--- src/rtl/input_flow_pkg.sv ---
// input_flow_pkg: VC indices, pause FSM encoding and default sizing shared by both ends of the VC FIFO pair
package input_flow_pkg;
  localparam logic VC0 = 1'b0;
  localparam logic VC1 = 1'b1;
  localparam logic [0:0] RUN   = 1'b0;
  localparam logic [0:0] PAUSE = 1'b1;
  localparam int DATA_W_D  = 6;
  localparam int VC_BIT_D  = 4;
  localparam int DEPTH_D   = 4;
  localparam int HIGH_TH_D = 3;
  localparam int LOW_TH_D  = 1;
endpackage

--- src/rtl/input_flow_vc_occupancy.sv ---
// vc_occupancy: mirrored FIFO occupancy counter with full/empty decode and hysteretic pause FSM
module vc_occupancy
  import input_flow_pkg::*;
#(
  parameter int DEPTH   = DEPTH_D,
  parameter int HIGH_TH = HIGH_TH_D,
  parameter int LOW_TH  = LOW_TH_D,
  localparam int CNT_W  = $clog2(DEPTH + 1)
) (
  input  logic             clk,
  input  logic             reset,
  input  logic             i_push,
  input  logic             i_pop,
  output logic [CNT_W-1:0] o_count,
  output logic             o_full,
  output logic             o_empty,
  output logic             o_pause
);
  logic [CNT_W-1:0] r_count, w_next;
  logic [0:0]       r_state, w_state;
  // Pops on an empty counter are ignored so the count never wraps below zero
  always_comb begin
    w_next  = r_count + CNT_W'(i_push) - CNT_W'(i_pop && !o_empty);
    w_state = (r_state == RUN && w_next >= CNT_W'(HIGH_TH)) ? PAUSE :
              (r_state == PAUSE && w_next <= CNT_W'(LOW_TH)) ? RUN : r_state;
  end
  always_ff @(posedge clk) begin
    if (reset) begin
      r_count <= '0;
      r_state <= RUN;
    end else begin
      r_count <= w_next;
      r_state <= w_state;
    end
  end
  assign o_count = r_count;
  assign o_full  = r_count == CNT_W'(DEPTH);
  assign o_empty = r_count == '0;
  assign o_pause = r_state == PAUSE;
endmodule

--- src/rtl/input_flow.sv ---
// input_flow: ingress VC steering, occupancy mirroring, pause and drop control for the VC FIFO pair
// Optional saturating per-VC drop counters under INPUT_FLOW_DROP_CNT_EN
module input_flow
  import input_flow_pkg::*;
#(
  parameter int DATA_W  = DATA_W_D,
  parameter int VC_BIT  = VC_BIT_D,
  parameter int DEPTH   = DEPTH_D,
  parameter int HIGH_TH = HIGH_TH_D,
  parameter int LOW_TH  = LOW_TH_D,
  localparam int CNT_W  = $clog2(DEPTH + 1)
) (
  input  logic              clk,
  input  logic              reset,
  input  logic              valid_in,
  input  logic [DATA_W-1:0] data_in,
  input  logic              pop_vc0,
  input  logic              pop_vc1,
  output logic              push_vc0,
  output logic              push_vc1,
  output logic [DATA_W-1:0] data_out,
  output logic              pause_vc0,
  output logic              pause_vc1,
  output logic              full_vc0,
  output logic              full_vc1,
  output logic              empty_vc0,
  output logic              empty_vc1,
  output logic [CNT_W-1:0]  count_vc0,
  output logic [CNT_W-1:0]  count_vc1,
  output logic              drop_pulse,
  output logic              err_underflow
`ifdef INPUT_FLOW_DROP_CNT_EN
  ,
  output logic [7:0]        drop_cnt_vc0,
  output logic [7:0]        drop_cnt_vc1
`endif
);
  logic w_vc, w_acc0, w_acc1, w_drop0, w_drop1;
  logic r_push0, r_push1, r_drop, r_uf;
  logic [DATA_W-1:0] r_data;
  // Drop decision uses the pre-edge full flag; a same-edge pop does not rescue the word
  always_comb begin
    w_vc    = data_in[VC_BIT];
    w_acc0  = valid_in && w_vc == VC0 && !full_vc0;
    w_acc1  = valid_in && w_vc == VC1 && !full_vc1;
    w_drop0 = valid_in && w_vc == VC0 && full_vc0;
    w_drop1 = valid_in && w_vc == VC1 && full_vc1;
  end
  always_ff @(posedge clk) begin
    if (reset) begin
      r_push0 <= 1'b0;
      r_push1 <= 1'b0;
      r_drop  <= 1'b0;
      r_uf    <= 1'b0;
      r_data  <= '0;
    end else begin
      r_push0 <= w_acc0;
      r_push1 <= w_acc1;
      r_drop  <= w_drop0 || w_drop1;
      r_uf    <= (pop_vc0 && empty_vc0) || (pop_vc1 && empty_vc1);
      if (w_acc0 || w_acc1) r_data <= data_in;
    end
  end
  vc_occupancy #(.DEPTH(DEPTH), .HIGH_TH(HIGH_TH), .LOW_TH(LOW_TH)) u_vc0 (
    .clk(clk), .reset(reset), .i_push(w_acc0), .i_pop(pop_vc0),
    .o_count(count_vc0), .o_full(full_vc0), .o_empty(empty_vc0), .o_pause(pause_vc0)
  );
  vc_occupancy #(.DEPTH(DEPTH), .HIGH_TH(HIGH_TH), .LOW_TH(LOW_TH)) u_vc1 (
    .clk(clk), .reset(reset), .i_push(w_acc1), .i_pop(pop_vc1),
    .o_count(count_vc1), .o_full(full_vc1), .o_empty(empty_vc1), .o_pause(pause_vc1)
  );
  assign push_vc0      = r_push0;
  assign push_vc1      = r_push1;
  assign data_out      = r_data;
  assign drop_pulse    = r_drop;
  assign err_underflow = r_uf;
`ifdef INPUT_FLOW_DROP_CNT_EN
  logic [7:0] r_dc0, r_dc1;
  always_ff @(posedge clk) begin
    if (reset) begin
      r_dc0 <= '0;
      r_dc1 <= '0;
    end else begin
      if (w_drop0 && r_dc0 != 8'hFF) r_dc0 <= r_dc0 + 8'd1;
      if (w_drop1 && r_dc1 != 8'hFF) r_dc1 <= r_dc1 + 8'd1;
    end
  end
  assign drop_cnt_vc0 = r_dc0;
  assign drop_cnt_vc1 = r_dc1;
`endif
endmodule

--- config.mk ---
export PLATFORM = sky130hd
export DESIGN_NAME = input_flow
export DESIGN_NICKNAME = d
export VERILOG_FILES = /design/src/rtl/input_flow_pkg.sv /design/src/rtl/input_flow_vc_occupancy.sv /design/src/rtl/input_flow.sv
export SDC_FILE = /design/constraint.sdc
export NUM_CORES = 1
export LEC_CHECK = 0
export ABC_CLOCK_PERIOD_IN_PS = 3100
export CAP_MARGIN = 0
export CORE_MARGIN = 4
export CORE_UTILIZATION = 30
export DETAILED_ROUTE_END_ITERATION = 10
export PLACE_DENSITY = 0.61
export RECOVER_POWER = 100
export SETUP_SLACK_MARGIN = 0.5
export SKIP_LAST_GASP = 1
export SLEW_MARGIN = 20
export SYNTH_ARGS = -nofsm -noshare
export SYNTH_HDL_FRONTEND = slang
export SYNTH_SLANG_ARGS = --single-unit
--- constraint.sdc ---
create_clock -name clk -period 3.1 [get_ports clk]
set_clock_uncertainty 0.2 [all_clocks]
set_input_delay 0.465 -clock clk [delete_from_list [all_inputs] [get_ports clk]]
set_output_delay 0.465 -clock clk [all_outputs]
set_load 0.05 [all_outputs]
# == Yosys cells after proc, flatten, opt, wreduce, memory -nomap -nowiden ==
# Cells that the tools add are included.
# word_totals
regBits,18
word_cells,51
# classes
addsub,4
order_cmp,4
eq_ne,2
muxes,4
bitwise_logic,3
reduce_logical,25
# op_table
operator,count
$logic_and A1 B1 Y1,14
$add A3 B1 Y3,2
$eq A3 B3 Y1 const B,2
$ge A3 B2 Y1 const B,2
$le A3 B1 Y1 const B,2
$logic_not A3 Y1,2
$sub A3 B1 Y3,2
$logic_not A1 Y1,4
$mux W1,4
$reduce_bool A2 Y1,2
$logic_or A1 B1 Y1,3
$not A1 Y1,3

# == Depth between registers and ports, before layout ==
# Gate-level depths: netlist of the first run.
# depth
depth_word,9
depth_mapped,10

# == Cells and area by module ==
# Synthesis of the first run repeated with hierarchy kept, for this count alone.
# hier_totals
cells_unflattened,79
area_unflattened_um2,839.6
# modules_own_cells
mod,instances,cells_per_inst,area_each_um2,seq_area_each_um2
vc_occupancy,2,19,212.7,80.1
input_flow,1,41,414.1,200.2

# == Worst setup path before layout of the first run ==
# Ideal clock, no wire load.
# synth_path
kind,flip-flop to flip-flop
from,"register u_vc1.r_count[1], in the netlist u_vc1.o_count[1]"
to,"register u_vc1.r_state, in the netlist u_vc1.o_pause"
t_arrival_ps,3228
required_ps,2769
setup_slack_ps,-460
stages_incl_launch_ff,11
n_path_buf,0
synth_period_minus_slack_ps,3560
cell_sequence,dfxtp_1 nor3_1 nor2b_1 ha_1 inv_1 ha_1 inv_1 fa_1 xor2_1 xnor2_1 o21ai_0
# synth_between
word_cells_on_any_way,14
cone_classes,2 x add/sub; 2 x order compare; 1 x eq/ne; 1 x mux; 8 x reduce/logical
# synth_rtl
item,line,rtl
from (decl),input_flow_vc_occupancy.sv:19,"logic [CNT_W-1:0] r_count, w_next;"
from (signal assigned),input_flow_vc_occupancy.sv:32,r_count <= w_next;
$logic_not A3 Y1 *,input_flow_vc_occupancy.sv:38,assign o_empty = r_count == '0;
named net empty_vc1,input_flow.sv:27,"output logic empty_vc1,"
$logic_not A1 Y1 *,input_flow_vc_occupancy.sv:23,w_next = r_count + CNT_W'(i_push) - CNT_W'(i_pop && !o_empty);
$logic_and A1 B1 Y1 *,input_flow_vc_occupancy.sv:23,
$sub A3 B1 Y3 *,input_flow_vc_occupancy.sv:23,
$ge A3 B2 Y1 or $le A3 B1 Y1 (tied branches),"input_flow_vc_occupancy.sv:24, input_flow_vc_occupancy.sv:25",
"$logic_and A1 B1 Y1, on equally long branches","input_flow_vc_occupancy.sv:24, input_flow_vc_occupancy.sv:25",
$mux W1 or $reduce_bool A2 Y1 (tied branches),--,
to (signal assigned),input_flow_vc_occupancy.sv:33,r_state <= w_state;
to (decl),input_flow_vc_occupancy.sv:20,"logic [0:0] r_state, w_state;"
# Mark *: on every way through the listed nets, which the timed path passes. The rest lies on a longest branch.
# A chain may end at the register's enable or synchronous reset.

# == Worst setup path after layout of the first run ==
# layout_path
from,input pop_vc1
to,"register u_vc1.r_state, in the netlist u_vc1.o_pause"
# layout_between
elab_chain_len,5
word_cells_on_any_way,8
cone_classes,1 x add/sub; 2 x order compare; 1 x mux; 4 x reduce/logical
# layout_lines
item,line,rtl
from (decl),input_flow.sv:18,"input logic pop_vc1,"
$logic_and A1 B1 Y1 *,input_flow_vc_occupancy.sv:23,
$sub A3 B1 Y3 *,input_flow_vc_occupancy.sv:23,
$ge A3 B2 Y1 or $le A3 B1 Y1 (tied branches),"input_flow_vc_occupancy.sv:24, input_flow_vc_occupancy.sv:25",
"$logic_and A1 B1 Y1, on equally long branches","input_flow_vc_occupancy.sv:24, input_flow_vc_occupancy.sv:25",
$mux W1 or $reduce_bool A2 Y1 (tied branches),--,
# Mark *: on every way between the ends. The rest lies on a longest branch, timed or not.

==> metrics.md, run 1 <==
| Metric | Value |
|---|---|
| Status | `finished clean` |
| Required time of the critical path | `3070 ps` |
| PwrDens | `999 nW/um^2` |
| Min-delay worst type | `flop to flop` |
| Sequential area share after synthesis | `43.8%` |
| Top Layer Used | `met4` |
| Final hold slack | `278 ps` |
| Post-DP HPWL | `1460 um` |
| Top-area cell type share of the netlist area | `43.8%` |
| GRT Residual Overflow | `0` |
| Remaining antenna violation count | `0` |
| Fraction of layout cells with a size suffix above 1 | `21.9%` |
| Highest Clock Rate | `392 MHz` |
| FP Rows | `18` |
| #FFs+latches synth | `18` |
| Crit path max-delay family | `adder cells` |
| Diode count | `0` |
| Hold Buf Count CTS | `0` |
| Die extent in y | `60.4 um` |
| Total GRT Usage | `11.7%` |
| RSZ-0062 raised after global routing | `no` |
| Final setup margin | `551 ps` |
| Area contributors post-synth | `dfxtp_1 (44%), nand2b_1 (8.4%), mux2i_1 (7.3%), ha_1 (6.1%), fa_1 (4.9%)` |
| Drc violations | `0` |
| Critical-path maximum fanout | `2` |
| Syn avg cell area | `10.3 um^2` |
| Slowest cell on crit path | `dlygate4sd3_1` |
| First-pass GRT wire length | `3130 um` |
| Worst stage delay on the critical path | `540 ps` |
| Kind of critical path | `input port to flop` |
| Buf/Inv on CP | `3` |
| Clock Tree Root | `clkbuf_4` |
| Total leakage power | `0.565 nW` |
| Sink Count | `18` |
| H-tree levels | `1` |
| Cell Area, Placed | `1270 um^2` |
| Io pins | `33` |
| Max reg flops | `6` |
| Synth Flop Type | `dfxtp_1` |
| Max Root-Sink Buffers | `2` |
| Synth area leader | `dfxtp_1` |
| Synth Instances | `80` |
| Max-slew headroom | `57.0%` |
| Setup TNS | `0 ps` |
| Slew Viols, Final | `0` |
| Period utilization | `82.2%` |
| Worst-path clk slew | `100 ps` |
| Cell area after synthesis | `823 um^2` |
| Initial antenna violation count | `0` |
| WL met2 | `875 um` |
| Design area | `1310 um^2` |
| GPL Wtd Cong | `0.687` |
| Worst-margin pin slew | `642 ps` |
| Worst EP arrival | `2520 ps` |
| Area growth, synth to finish | `59.4%` |
| Util after Layout | `51.6%` |
| Die width | `60.4 um` |
| WL final | `1840 um` |
| Iter 0 DRT Violations | `2` |
| Port Buffer Count | `32` |
| Fin. Hold Viols | `0` |
| Dpl ws | `162 ps` |
| Crit-path most repeated cell | `ha_4` |
| Synth cell types | `21` |
| Die area | `3650 um^2` |
| Setup-failing EPs final | `0` |
| Crit path time final | `2550 ps` |
| Starting Density | `32.4%` |
| DR pass1 iterations | `3` |
| Later-pin clock latency in the skew report | `290 ps` |
| Startpoint Class | `input port` |
| Routed vias/inst | `4.53` |
| Number of flops mapped to enable cells by yosys | `0` |
| Most frequent cells after synthesis | `dfxtp_1 (18), nand2b_1 (11), mux2i_1 (6), nor2_1 (6)` |
| Largest net degree at the start of global routing | `20` |
| Most numerous cell in the Yosys netlist | `dfxtp_1` |
| Syn_nets | `97` |
| DRT met1 WL | `815 um` |
| Core area | `2540 um^2` |
| Routed wl met3 | `133 um` |
| Crit path capture type | `flop` |
| Max-cap violations | `0` |
| CTS tree | `yes` |
| Wire length per cell | `12.8 um` |
| Cell Chain, Critical Path | `dlygate4sd3_1 > nor2b_1 > ha_4 > inv_1 > ha_4 > inv_2 > fa_2 > xor2_1 > xnor2_1 > o21ai_0` |
| Routed via count | `653` |
| Post CTS Setup Buffer Count | `0` |
| Synth async-reset ratio | `0%` |
| Total CTS buffers | `3` |
| Nets | `132` |
| Vias in the first global route | `659` |
| Max VDD drop | `0.668 mV` |
| Yosys warns | `0` |
-- placed cells by master, fill, tap and decap left out, types with 2 or more instances in the layout --
cell,count
xnor2_1,2
dfxtp_1,12
ha_4,4
or2_4,2
clkbuf_1,2
mux2i_1,6
nor2b_1,5
inv_1,3
nand2b_1,10
nor2_1,5
dlymetal6s2s_1,2
clkbuf_4,3
clkdlybuf4s50_1,5
o21ai_0,5
nor3_4,2
dfxtp_2,4
dfxtp_4,2
nor3b_4,2
dlygate4sd3_1,25
inv_2,2
-- tightest hold or removal path: stages, from the launching register on --
cell and delay, ps:
dfxtp_1 320, nand2b_1 60, mux2i_1 60
-- what timing repair did --
item | 4_1_cts | 5_1_grt
pin swaps | 0 | 1
endpoints found under the setup margin | 1 | 3
resized for setup | 0 | 7
-- final timing paths --
| path | endpoint | slack (ps) | from | depth (start not counted) |
|---|---|---|---|---|
| setup reg to reg | u_vc0.o_pause | 640 | u_vc0.o_count[2] | 9 |
| hold / removal | data_out[2] | 280 | data_out[2] | 2 |
| hold reg to reg | data_out[2] | 280 | data_out[2] | 2 |
| setup / recovery | u_vc1.o_pause | 550 | pop_vc1 | 10 |
-- cell families after synthesis --
kind of cell / count (synthesis) / synth area share (%)
AND/OR/NAND/NOR: 30 / 23.6
adder cells (fa/ha/maj): 6 / 10.9
multiplexers: 6 / 7.30
AO/OA/AOI/OAI: 8 / 5.62
flip-flops: 18 / 43.8
buffers and inverters: 8 / 4.56
XOR/XNOR: 4 / 4.26
-- power by group --
| group | internal (mW) | leakage, nW | switching [mW] |
|---|---|---|---|
| Combinational | 0.310 | 0.399 | 0.496 |
| Sequential | 0.302 | 0.151 | 0.0792 |
| Clock | 0.0500 | 0.0150 | 0.0734 |
-- cell type report --
cell class | count | area [um^2]
fill | 245 | 1230
multi-input combinational | 54 | 528
inverter | 5 | 18.8
timing repair buffer | 33 | 329
sequential | 18 | 373
clock buffer | 4 | 26.3
tap | 30 | 37.5
-- per-layer routing --
metal | track usage (%) | vias to the layer above
met5 | 0 | -
met4 | 5.70 | 0
met3 | 2.77 | 2
met2 | 17.1 | 17
met1 | 16.1 | 301
li1 | - | 333
-- metrics by stage --
step / power [mW] / cells
after floorplan: 0.984 / 80
after global placement: 1.22 / 140
after detailed placement: 1.23 / 140
after CTS: 1.36 / 144
after global routing: 1.41 / 144
final: 1.31 / 144
No activity file was read; power rests on OpenSTA's default activity.
==> run 2, diff against run 1 <==
--- a/config.mk
+++ b/config.mk
@@ -5,12 +5,12 @@
 export SDC_FILE = /design/constraint.sdc
 export NUM_CORES = 1
 export LEC_CHECK = 0
-export ABC_CLOCK_PERIOD_IN_PS = 3100
+export ABC_CLOCK_PERIOD_IN_PS = 2300
 export CAP_MARGIN = 0
 export CORE_MARGIN = 4
 export CORE_UTILIZATION = 30
 export DETAILED_ROUTE_END_ITERATION = 10
-export PLACE_DENSITY = 0.61
+export PLACE_DENSITY = 0.63
 export RECOVER_POWER = 100
 export SETUP_SLACK_MARGIN = 0.5
 export SKIP_LAST_GASP = 1
==> constraint.sdc (replaced) <==
create_clock -name clk -period 2.3 [get_ports clk]
set_clock_uncertainty 0.2 [all_clocks]
set_input_delay 0.345 -clock clk [delete_from_list [all_inputs] [get_ports clk]]
set_output_delay 0.345 -clock clk [all_outputs]
set_load 0.05 [all_outputs]
==> metrics.md, run 2 (synthesized netlist as in run 1, its figures left out) <==
| Metric | Value |
|---|---|
| Max-cap violations | `0 (unchanged)` |
| Max-slew headroom | `59.0% (was 57.0%)` |
| Diode count | `0 (unchanged)` |
| Setup-failing EPs final | `0 (unchanged)` |
| Hold path cells | `2 (unchanged)` |
| Min-delay worst type | `flop to flop (unchanged)` |
| FP Rows | `18 (unchanged)` |
| WL final | `1980 um (was 1840 um)` |
| Power Total | `1.92 mW (was 1.31 mW)` |
| Iter 0 DRT Violations | `4 (was 2)` |
| Met1 usage | `15.6% (was 16.1%)` |
| Worst stage delay on the critical path | `370 ps (was 540 ps)` |
| Final std cells w/o fill | `157 (was 144)` |
| Core area | `2540 um^2 (unchanged)` |
| Fin. Hold Viols | `0 (unchanged)` |
| Clock Tree Root | `clkbuf_4 (unchanged)` |
| Area growth, synth to finish | `69.1% (was 59.4%)` |
| Met2 Use GR | `19.9% (was 17.1%)` |
| Routed via count | `687 (was 653)` |
| Max VDD drop | `0.869 mV (was 0.668 mV)` |
| Die area | `3650 um^2 (unchanged)` |
| Startpoint Class | `flop (was input port)` |
| Routed vias/inst | `4.38 (was 4.53)` |
| Reg2reg end | `u_vc0.o_pause (unchanged)` |
| Post-Place Cells | `150 (was 140)` |
| Total leakage power | `0.641 nW (was 0.565 nW)` |
| Crit path capture type | `flop (unchanged)` |
| Period utilization | `99.4%` |
| Hold Buf Count CTS | `0 (unchanged)` |
| Nets | `145 (was 132)` |
| GR peak layer | `met2 (unchanged)` |
| Reg2Reg Depth | `9 (unchanged)` |
| PwrDens | `1380 nW/um^2 (was 999 nW/um^2)` |
| Kind of critical path | `flop to flop (was input port to flop)` |
| Worst EP arrival | `2250 ps (was 2520 ps)` |
| Final-layout fill cell count | `243 (was 245)` |
| Highest Clock Rate | `437 MHz` |
| Most frequent cells in the layout | `buf_4 (16), dlygate4sd2_1 (15), dfxtp_1 (12) (was dlygate4sd3_1 (25), dfxtp_1 (12), nand2b_1 (10))` |
| Required time of the critical path | `2270 ps (was 3070 ps)` |
| Total CTS buffers | `3 (unchanged)` |
| Drc violations | `0 (unchanged)` |
| Io pins | `33 (unchanged)` |
| Die extent in y | `60.4 um (unchanged)` |
| Slowest cell on crit path | `dfxtp_4 (was dlygate4sd3_1)` |
| RSZ-0062 raised after global routing | `yes (was no)` |
| H-tree levels | `1 (unchanged)` |
| Crit path time final | `2290 ps` |
| Buf/Inv on CP | `1 (was 3)` |
| DR pass1 iterations | `2 (was 3)` |
| Crit path max-delay family | `adder cells (unchanged)` |
| Critical-path maximum fanout | `4 (was 2)` |
| Total GRT Usage | `12.2% (was 11.7%)` |
| Post-DP HPWL | `1540 um (was 1460 um)` |
| Port Buffer Count | `32 (unchanged)` |
| Status | `finished clean (unchanged)` |
| Starting Density | `32.4% (unchanged)` |
| Max Root-Sink Buffers | `2 (unchanged)` |
| Slew Viols, Final | `0 (unchanged)` |
| Initial antenna violation count | `0 (unchanged)` |
| Sink Count | `18 (unchanged)` |
| Wire length per cell | `12.6 um (was 12.8 um)` |
| Largest net degree at the start of global routing | `19 (was 20)` |
| Die width | `60.4 um (unchanged)` |
| M3 GR Usage | `3.40% (was 2.77%)` |
| Worst-path clk slew | `100 ps (about the same)` |
| CTS tree | `yes (unchanged)` |
| First-pass GRT wire length | `3260 um (was 3130 um)` |
| Worst r2r src | `u_vc0.o_count[2] (unchanged)` |
| Cell Area, Placed | `1340 um^2 (was 1270 um^2)` |
| Final hold slack | `283 ps (was 278 ps)` |
| WHS Endpoint | `data_out[5] (was data_out[2])` |
| Vias in the first global route | `713 (was 659)` |
| Max reg flops | `6 (unchanged)` |
| Later-pin clock latency in the skew report | `290 ps (about the same)` |
| HP Start | `data_out[5] (was data_out[2])` |
| Remaining antenna violation count | `0 (unchanged)` |
| Worst-margin pin slew | `613 ps (was 642 ps)` |
| Most common cell after layout, fill and taps aside | `buf_4 (was dlygate4sd3_1)` |
| Flop2flop setup slack | `10 ps (was 640 ps)` |
| GRT Residual Overflow | `0 (unchanged)` |
| Design area | `1390 um^2 (was 1310 um^2)` |
| GPL Wtd Cong | `0.712 (was 0.687)` |
| Fraction of layout cells with a size suffix above 1 | `41.7% (was 21.9%)` |
| Setup TNS | `0 ps (unchanged)` |
| Cell Chain, Critical Path | `nor3b_4 > or2_4 > ha_4 > inv_2 > ha_4 > fa_2 > xnor2_2 > xnor2_2 > o21ai_1 (was dlygate4sd3_1 > nor2b_1 > ha_4 > inv_1 > ha_4 > inv_2 > fa_2 > xor2_1 > xnor2_1 > o21ai_0)` |
-- run 2: report_power, final --
| part | internal [mW] | switching (mW) | leakage, nW |
|---|---|---|---|
| combinational | 0.507 | 0.730 | 0.469 |
| clock | 0.0964 | 0.0989 | 0.0210 |
| sequential | 0.407 | 0.0851 | 0.151 |
-- run 2: worst register-to-register path, cell delays in order (launching register included) --
cell and delay [ps]:
dfxtp_4 370, nor3b_4 150, or2_4 260, ha_4 260
inv_2 40, ha_4 150, fa_2 340, xnor2_2 180
xnor2_2 140, o21ai_1 70
-- run 2: how the worst max path moves through the flow --
stage	endpoint	depth (start not counted)	startpoint
6_report	u_vc0.o_pause	9	u_vc0.o_count[2]
3_5_place_dp	u_vc0.o_pause	10	data_in[4]
4_1_cts	u_vc0.o_pause	9	u_vc0.o_count[2]
3_3_place_gp	u_vc1.o_pause	11	valid_in
5_1_grt	u_vc0.o_pause	9	u_vc0.o_count[2]
2_1_floorplan	u_vc1.o_pause	10	u_vc1.o_count[2]
-- run 2: timing repair --
| action | 4_1_cts | 5_1_grt |
|---|---|---|
| setup endpoints to repair | 26 | 13 |
| gates resized for setup | 32 | 16 |
| pin swaps | 2 | 2 |
| buffers inserted | 2 | 1 |
-- run 2: metal layers --
layer  share of wire (%)  routed length [um]
met5                   0                   0
met4                   0                   0
met3                  10                 206
met2                  45                 890
met1                  45                 882
-- run 2: final cells by class --
type / instances / area (um^2) / area share (%)
Clock buffer: 4 / 36.3 / 2.61
Timing Repair Buffer: 46 / 384 / 27.6
Tap cell: 30 / 37.5 / 2.70
Inverter: 5 / 18.8 / 1.35
Multi-Input combinational cell: 54 / 543 / 39.0
Sequential cell: 18 / 373 / 26.8
-- run 2: metrics by stage --
step / utilization, % / worst slack, ps
global route: 54.7 / -96.6
global placement: 52.6 / -429
floorplan: - / -454
finish: 54.7 / 13.9
detailed placement: 52.6 / -467
CTS: 54.5 / -30.1
